--- src/rtl/alu_pkg.sv ---
// Shared encodings for the 3-bit ALU command sequencer.
package alu_pkg;

  localparam int ALU_WIDTH = 3;

  localparam logic [1:0] ALU_ADD = 2'b00;
  localparam logic [1:0] ALU_SUB = 2'b01;
  localparam logic [1:0] ALU_AND = 2'b10;
  localparam logic [1:0] ALU_XOR = 2'b11;

  typedef logic [1:0] state_t;

  localparam state_t IDLE = 2'b00;
  localparam state_t EXEC = 2'b01;
  localparam state_t RESP = 2'b10;

endpackage

--- src/rtl/alu_op_sequencer.sv ---
// Command/result sequencer around an external 3-bit ALU.
// Optional accumulator source for operand A under ALU_SEQ_ACCUM_EN.
module alu_op_sequencer
  import alu_pkg::*;
#(
  parameter int WIDTH = ALU_WIDTH,
  parameter int CNT_W = 8
) (
  input  logic             clk,
  input  logic             rst,
  input  logic             cmd_valid,
  output logic             cmd_ready,
  input  logic [1:0]       cmd_op,
  input  logic [WIDTH-1:0] cmd_a,
  input  logic [WIDTH-1:0] cmd_b,
  input  logic             cmd_use_acc,
  output logic [WIDTH-1:0] alu_in_0,
  output logic [WIDTH-1:0] alu_in_1,
  output logic             alu_m_0,
  output logic             alu_m_1,
  output logic             alu_c_in,
  input  logic [WIDTH-1:0] alu_out,
  input  logic             alu_c_out,
  output logic             res_valid,
  input  logic             res_ready,
  output logic [WIDTH-1:0] res_data,
  output logic             res_cout,
  output logic             res_zero,
  output logic [CNT_W-1:0] op_count
);

  state_t           state_q, state_d;
  logic [WIDTH-1:0] in0_q, in1_q;
  logic [1:0]       m_q;
  logic [WIDTH-1:0] data_q;
  logic             cout_q, zero_q;
  logic [CNT_W-1:0] cnt_q;
  logic [WIDTH-1:0] a_sel;
  logic             accept, done;

  assign accept = (state_q == IDLE) && cmd_valid;
  assign done   = (state_q == RESP) && res_ready;

`ifdef ALU_SEQ_ACCUM_EN
  logic [WIDTH-1:0] acc_q;

  always_ff @(posedge clk) begin
    if (rst)       acc_q <= '0;
    else if (done) acc_q <= data_q;
  end

  assign a_sel = cmd_use_acc ? acc_q : cmd_a;
`else
  // Without the accumulator the select input has no effect.
  assign a_sel = cmd_a | {WIDTH{cmd_use_acc & 1'b0}};
`endif

  always_comb begin
    state_d = state_q;
    unique case (state_q)
      IDLE:    if (cmd_valid) state_d = EXEC;
      EXEC:    state_d = RESP;
      RESP:    if (res_ready) state_d = IDLE;
      default: state_d = IDLE;
    endcase
  end

  always_ff @(posedge clk) begin
    if (rst) begin
      state_q <= IDLE;
      in0_q   <= '0;
      in1_q   <= '0;
      m_q     <= '0;
      data_q  <= '0;
      cout_q  <= 1'b0;
      zero_q  <= 1'b0;
      cnt_q   <= '0;
    end else begin
      state_q <= state_d;
      if (accept) begin
        in0_q <= a_sel;
        in1_q <= cmd_b;
        m_q   <= cmd_op;
      end
      // Logic ops carry no meaningful carry out.
      if (state_q == EXEC) begin
        data_q <= alu_out;
        cout_q <= alu_c_out & ~m_q[1];
        zero_q <= (alu_out == '0);
      end
      if (done) cnt_q <= cnt_q + 1'b1;
    end
  end

  assign cmd_ready = (state_q == IDLE);
  assign res_valid = (state_q == RESP);
  assign alu_in_0  = in0_q;
  assign alu_in_1  = in1_q;
  assign alu_m_0   = m_q[0];
  assign alu_m_1   = m_q[1];
  assign alu_c_in  = 1'b0;
  assign res_data  = data_q;
  assign res_cout  = cout_q;
  assign res_zero  = zero_q;
  assign op_count  = cnt_q;

endmodule

--- config.mk ---
export PLATFORM = sky130hd
export DESIGN_NAME = alu_op_sequencer
export DESIGN_NICKNAME = d
export VERILOG_FILES = /design/src/rtl/alu_pkg.sv /design/src/rtl/alu_op_sequencer.sv
export SDC_FILE = /design/constraint.sdc
export NUM_CORES = 1
export LEC_CHECK = 0
export CAP_MARGIN = 20
export CORE_UTILIZATION = 25
export DETAILED_ROUTE_END_ITERATION = 8
export PLACE_DENSITY = 0.57
export SLEW_MARGIN = 20
export SYNTH_ARGS = -nofsm -noshare
export SYNTH_HDL_FRONTEND = slang
export SYNTH_SLANG_ARGS = --single-unit
--- constraint.sdc ---
create_clock -name clk -period 1.4 [get_ports clk]
set_input_delay 0.28 -clock clk [delete_from_list [all_inputs] [get_ports clk]]
set_output_delay 0.28 -clock clk [all_outputs]
set_load 0.02 [all_outputs]
==> impl_table.tex <==
\begin{tabular}{lr}
\hline
Metric & Value \\
\hline
\multicolumn{2}{l}{\textbf{Routing}} \\
\quad Antenna-violating nets left & 0 \\
\quad Initial DRC count & 55 \\
\quad Via-per-instance ratio & 4.34 \\
\quad First drt pass iteration count & 2 \\
\quad Residual DRC & 0 \\
\quad Routed length per instance & 11.2 um \\
\quad Wire length after detailed routing & 2.16 mm \\
\quad Routed via count & 838 \\
\multicolumn{2}{l}{\textbf{Clocking}} \\
\quad Root Driver & sky130\_fd\_sc\_hd\_\_clkbuf\_8 \\
\quad CTS Hold Bufs & 0 \\
\quad Number of H-tree branching levels & 1 \\
\quad Clock insertion delay at the later pin of the skew report & 0.26 ns \\
\quad Clock transition at path regs & 0.08 ns \\
\quad Max clock buf depth & 2 \\
\quad Number of clock buffers inserted by TritonCTS & 3 \\
\quad TritonCTS clock tree & done \\
\quad CTS Sinks & 23 \\
\multicolumn{2}{l}{\textbf{Timing}} \\
\quad Clock skew & 0.00418 ns \\
\quad Portion of the clock cycle consumed by the worst path in the final layout & 1.00 \\
\quad Setup TNS after final layout & -0.00230 ns \\
\quad Final-report setup violation count & 1 \\
\quad Slack of the critical path & -0.00230 ns \\
\quad Timing-limited maximum frequency & 0.713 GHz \\
\quad Period minus WS final & 1.40 ns \\
\quad Slew Limit Fails & 0 \\
\quad Fin. Hold Viols & 0 \\
\quad Unrepaired setup endpoints after global routing & yes \\
\multicolumn{2}{l}{\textbf{Floorplan}} \\
\quad Total Die Area & 0.00396 mm\^{}2 \\
\quad Chip width & 62.9 um \\
\quad Count of boundary I/O pins & 41 \\
\quad Core Box Area & 0.00344 mm\^{}2 \\
\quad Die boundary height & 62.9 um \\
\quad Number of placement rows & 21 \\
\quad Initial Util & 0.270 \\
\multicolumn{2}{l}{\textbf{Setup path}} \\
\quad Crit path kind & reg2reg \\
\quad CP Data Arrival Time & 1.60 ns \\
\quad Required time at the endpoint of the critical path & 1.60 ns \\
\quad Series of cell instances along the critical path & buf\_6 -> nand4b\_1 -> or4\_4 -> a21oi\_2 \\
\quad Slowest-stage cell, CP & sky130\_fd\_sc\_hd\_\_or4\_4 \\
\quad Maximum single-stage delay on the critical path & 0.55 ns \\
\quad Crit path max fanout & 4 \\
\quad Kind of start point of the critical path & register \\
\quad Worst Setup End Kind & register \\
\multicolumn{2}{l}{\textbf{Yosys}} \\
\quad Total standard cell area after synthesis & 928 um\^{}2 \\
\quad Cell type with the highest aggregate area in the netlist & sky130\_fd\_sc\_hd\_\_dfxtp\_1 \\
\quad Most used DFF post-synth & sky130\_fd\_sc\_hd\_\_dfxtp\_1 \\
\quad Number of standard cells after synthesis & 98 \\
\quad FFs w/ async S/R, synth & 0 \\
\quad Post-synth top area share & 0.496 \\
\quad Number of synthesized flops with an enable pin & 0 \\
\quad Count of cell types in the netlist & 29 \\
\quad Post-Synthesis Mean Instance Area & 9.47 um\^{}2 \\
\quad Portion of the post-synthesis area used by sequential elements & 0.496 \\
\quad Mapped Nets & 116 \\
\quad Flops \& latches, synth & 23 \\
\quad Count of yosys warnings during synthesis & 0 \\
\quad Cell types occupying the most area after synthesis & sky130\_fd\_sc\_hd\_\_dfxtp\_1 50\%, sky130\_fd\_sc\_hd\_\_mux2i\_1 12\%, sky130\_fd\_sc\_hd\_\_nor2\_1 6.5\% \\
\multicolumn{2}{l}{\textbf{GRT}} \\
\quad Initial antenna violation count & 0 \\
\quad Combined global-route utilization of all metal layers & 0.121 \\
\quad Wire length of the first global-routing pass & 3.80 mm \\
\quad Overall overflow remaining after global route & 0 \\
\quad Number of global-route vias before repair & 884 \\
\quad Pin count of the biggest net entering global routing & 15 \\
\multicolumn{2}{l}{\textbf{Power and ir drop}} \\
\quad Internal Dissipation & 1000 uW \\
\quad Static Leak & 0.000683 uW \\
\quad Maximum vdd drop & 0.434 mV \\
\quad Total power & 1320 uW \\
\quad Flop pwr share & 0.530 \\
\quad Clock power frac & 0.301 \\
\quad Part of the total power dissipated in combinational logic & 0.169 \\
\quad Net switching share of the total power & 0.240 \\
\quad Power density over the cells & 890 mW/mm\^{}2 \\
\quad Power spent charging and discharging nets & 316 uW \\
\multicolumn{2}{l}{\textbf{Cells and area}} \\
\quad Layout net count & 166 \\
\quad Fillers & 364 \\
\quad Most frequent cells in the layout & 21 x sky130\_fd\_sc\_hd\_\_dlygate4sd2\_1, 19 x sky130\_fd\_sc\_hd\_\_dfxtp\_1, 16 x sky130\_fd\_sc\_hd\_\_nor2\_1 \\
\quad Fraction of final layout cells sized beyond drive strength 1 & 0.204 \\
\quad Most common cell after layout, fill and taps aside & sky130\_fd\_sc\_hd\_\_dlygate4sd2\_1 \\
\quad Number of non-filler instances in the completed layout & 193 \\
\quad Antenna fix cells & 0 \\
\quad Area grow syn2layout & 59.3\% \\
\multicolumn{2}{l}{\textbf{Place}} \\
\quad Hpwl dp & 1.63 mm \\
\quad Final weighted congestion of routability-driven global placement & 0.844 \\
\quad Number of placed instances with taps included & 187 \\
\quad Number of port buffers & 38 \\
\multicolumn{2}{l}{\textbf{Flow run}} \\
\quad Max-cap check violation count & 0 \\
\multicolumn{2}{l}{\textbf{Run status}} \\
\quad Run status & finished, violations left \\
\quad Failing checks & setup timing \\
\multicolumn{2}{l}{\textbf{Min path}} \\
\quad HP Class & reg2reg \\
\hline
\end{tabular}
## power by group through the flow
| stage | clock network (uW) | registers [uW] | logic [uW] |
|---|---|---|---|
| after detailed placement | 0 | 712 | 240 |
| after floorplan | 0 | 740 | 84.2 |
| final | 396 | 697 | 223 |
| after CTS | 415 | 697 | 222 |
| after global routing | 447 | 702 | 243 |
| after global placement | 0 | 711 | 237 |
## synthesized netlist by cell type (all sizes together) (2+ instances only)
| master | n |
|---|---|
| clkbuf | 2 |
| inv | 3 |
| dfxtp | 23 |
| nor2 | 16 |
| mux2i | 11 |
| nand2 | 5 |
| nand3 | 2 |
| mux2 | 2 |
| or4 | 2 |
| nand4b | 2 |
| a21oi | 7 |
| buf | 3 |
| nor2b | 4 |
| o21ai | 2 |
| or3 | 2 |
## per-layer routing
layer,part of all wire,vias to the layer above,track usage
li1,-,430,-
met1,0.46,385,0.142
met2,0.49,21,0.208
met3,0.042,2,0.0310
met4,0.0056,0,0.0436
met5,0,-,0
## through the flow
step	hold WS (ns)	instance area, um^2	worst slack, ns	util
final	0.458	1480	-0.00230	0.430
after global routing	0.499	1480	-0.0900	0.430
after CTS	0.458	1430	0.00202	0.417
after detailed placement	0.449	1420	-0.228	0.411
after global placement	0.438	1420	-0.229	0.411
after floorplan	0.352	928	0.0328	-
## critical path: cells and delay by family, from the launching register on
| family | cells | cell delay, ns |
|---|---|---|
| simple gates | 2 | 0.77 |
| flops | 1 | 0.35 |
| compound gates | 1 | 0.12 |
| buf+inv | 1 | 0.10 |
## kinds of logic after synthesis
| kind of cell | Yosys count | share of synthesized area |
|---|---|---|
| other cells | 1 | 0.00404 |
| simple gates | 40 | 0.222 |
| buf+inv | 8 | 0.0458 |
| flops | 23 | 0.496 |
| fa+ha+maj | 1 | 0.0135 |
| mux | 13 | 0.143 |
| xor+xnor | 2 | 0.0189 |
| compound gates | 10 | 0.0566 |
## area by class of cell
type                            instances  area [um^2]  area share
Sequential cell                        23          465       0.315
Multi-Input combinational cell         67          459       0.310
Timing Repair Buffer                   50          440       0.298
Tap cell                               46         57.6      0.0389
Clock buffer                            4         45.0      0.0305
Inverter                                3         11.3     0.00761
## what timing repair did
action,CTS,global route
setup endpoints to repair,23,8
gates resized for setup,25,15
buffers inserted,0,2
pin swaps,0,5
## path summary, 6_finish.rpt
path,from,end,slack [ns],cells past startpoint
setup / recovery,state_q[1],op_count[5],-0.002,4
hold / removal,res_zero,res_zero,0.46,2
setup reg to reg,state_q[1],op_count[5],-0.002,4
hold reg to reg,res_zero,res_zero,0.46,2
## sequential cells by signal, indices dropped and copies added (netlist names)
name	count
op_count	8
state_q	2
res_data	3
res_cout	1
m_q	2
alu_in_1	3
alu_in_0	3
res_zero	1
(Power assumes the default switching activity.)
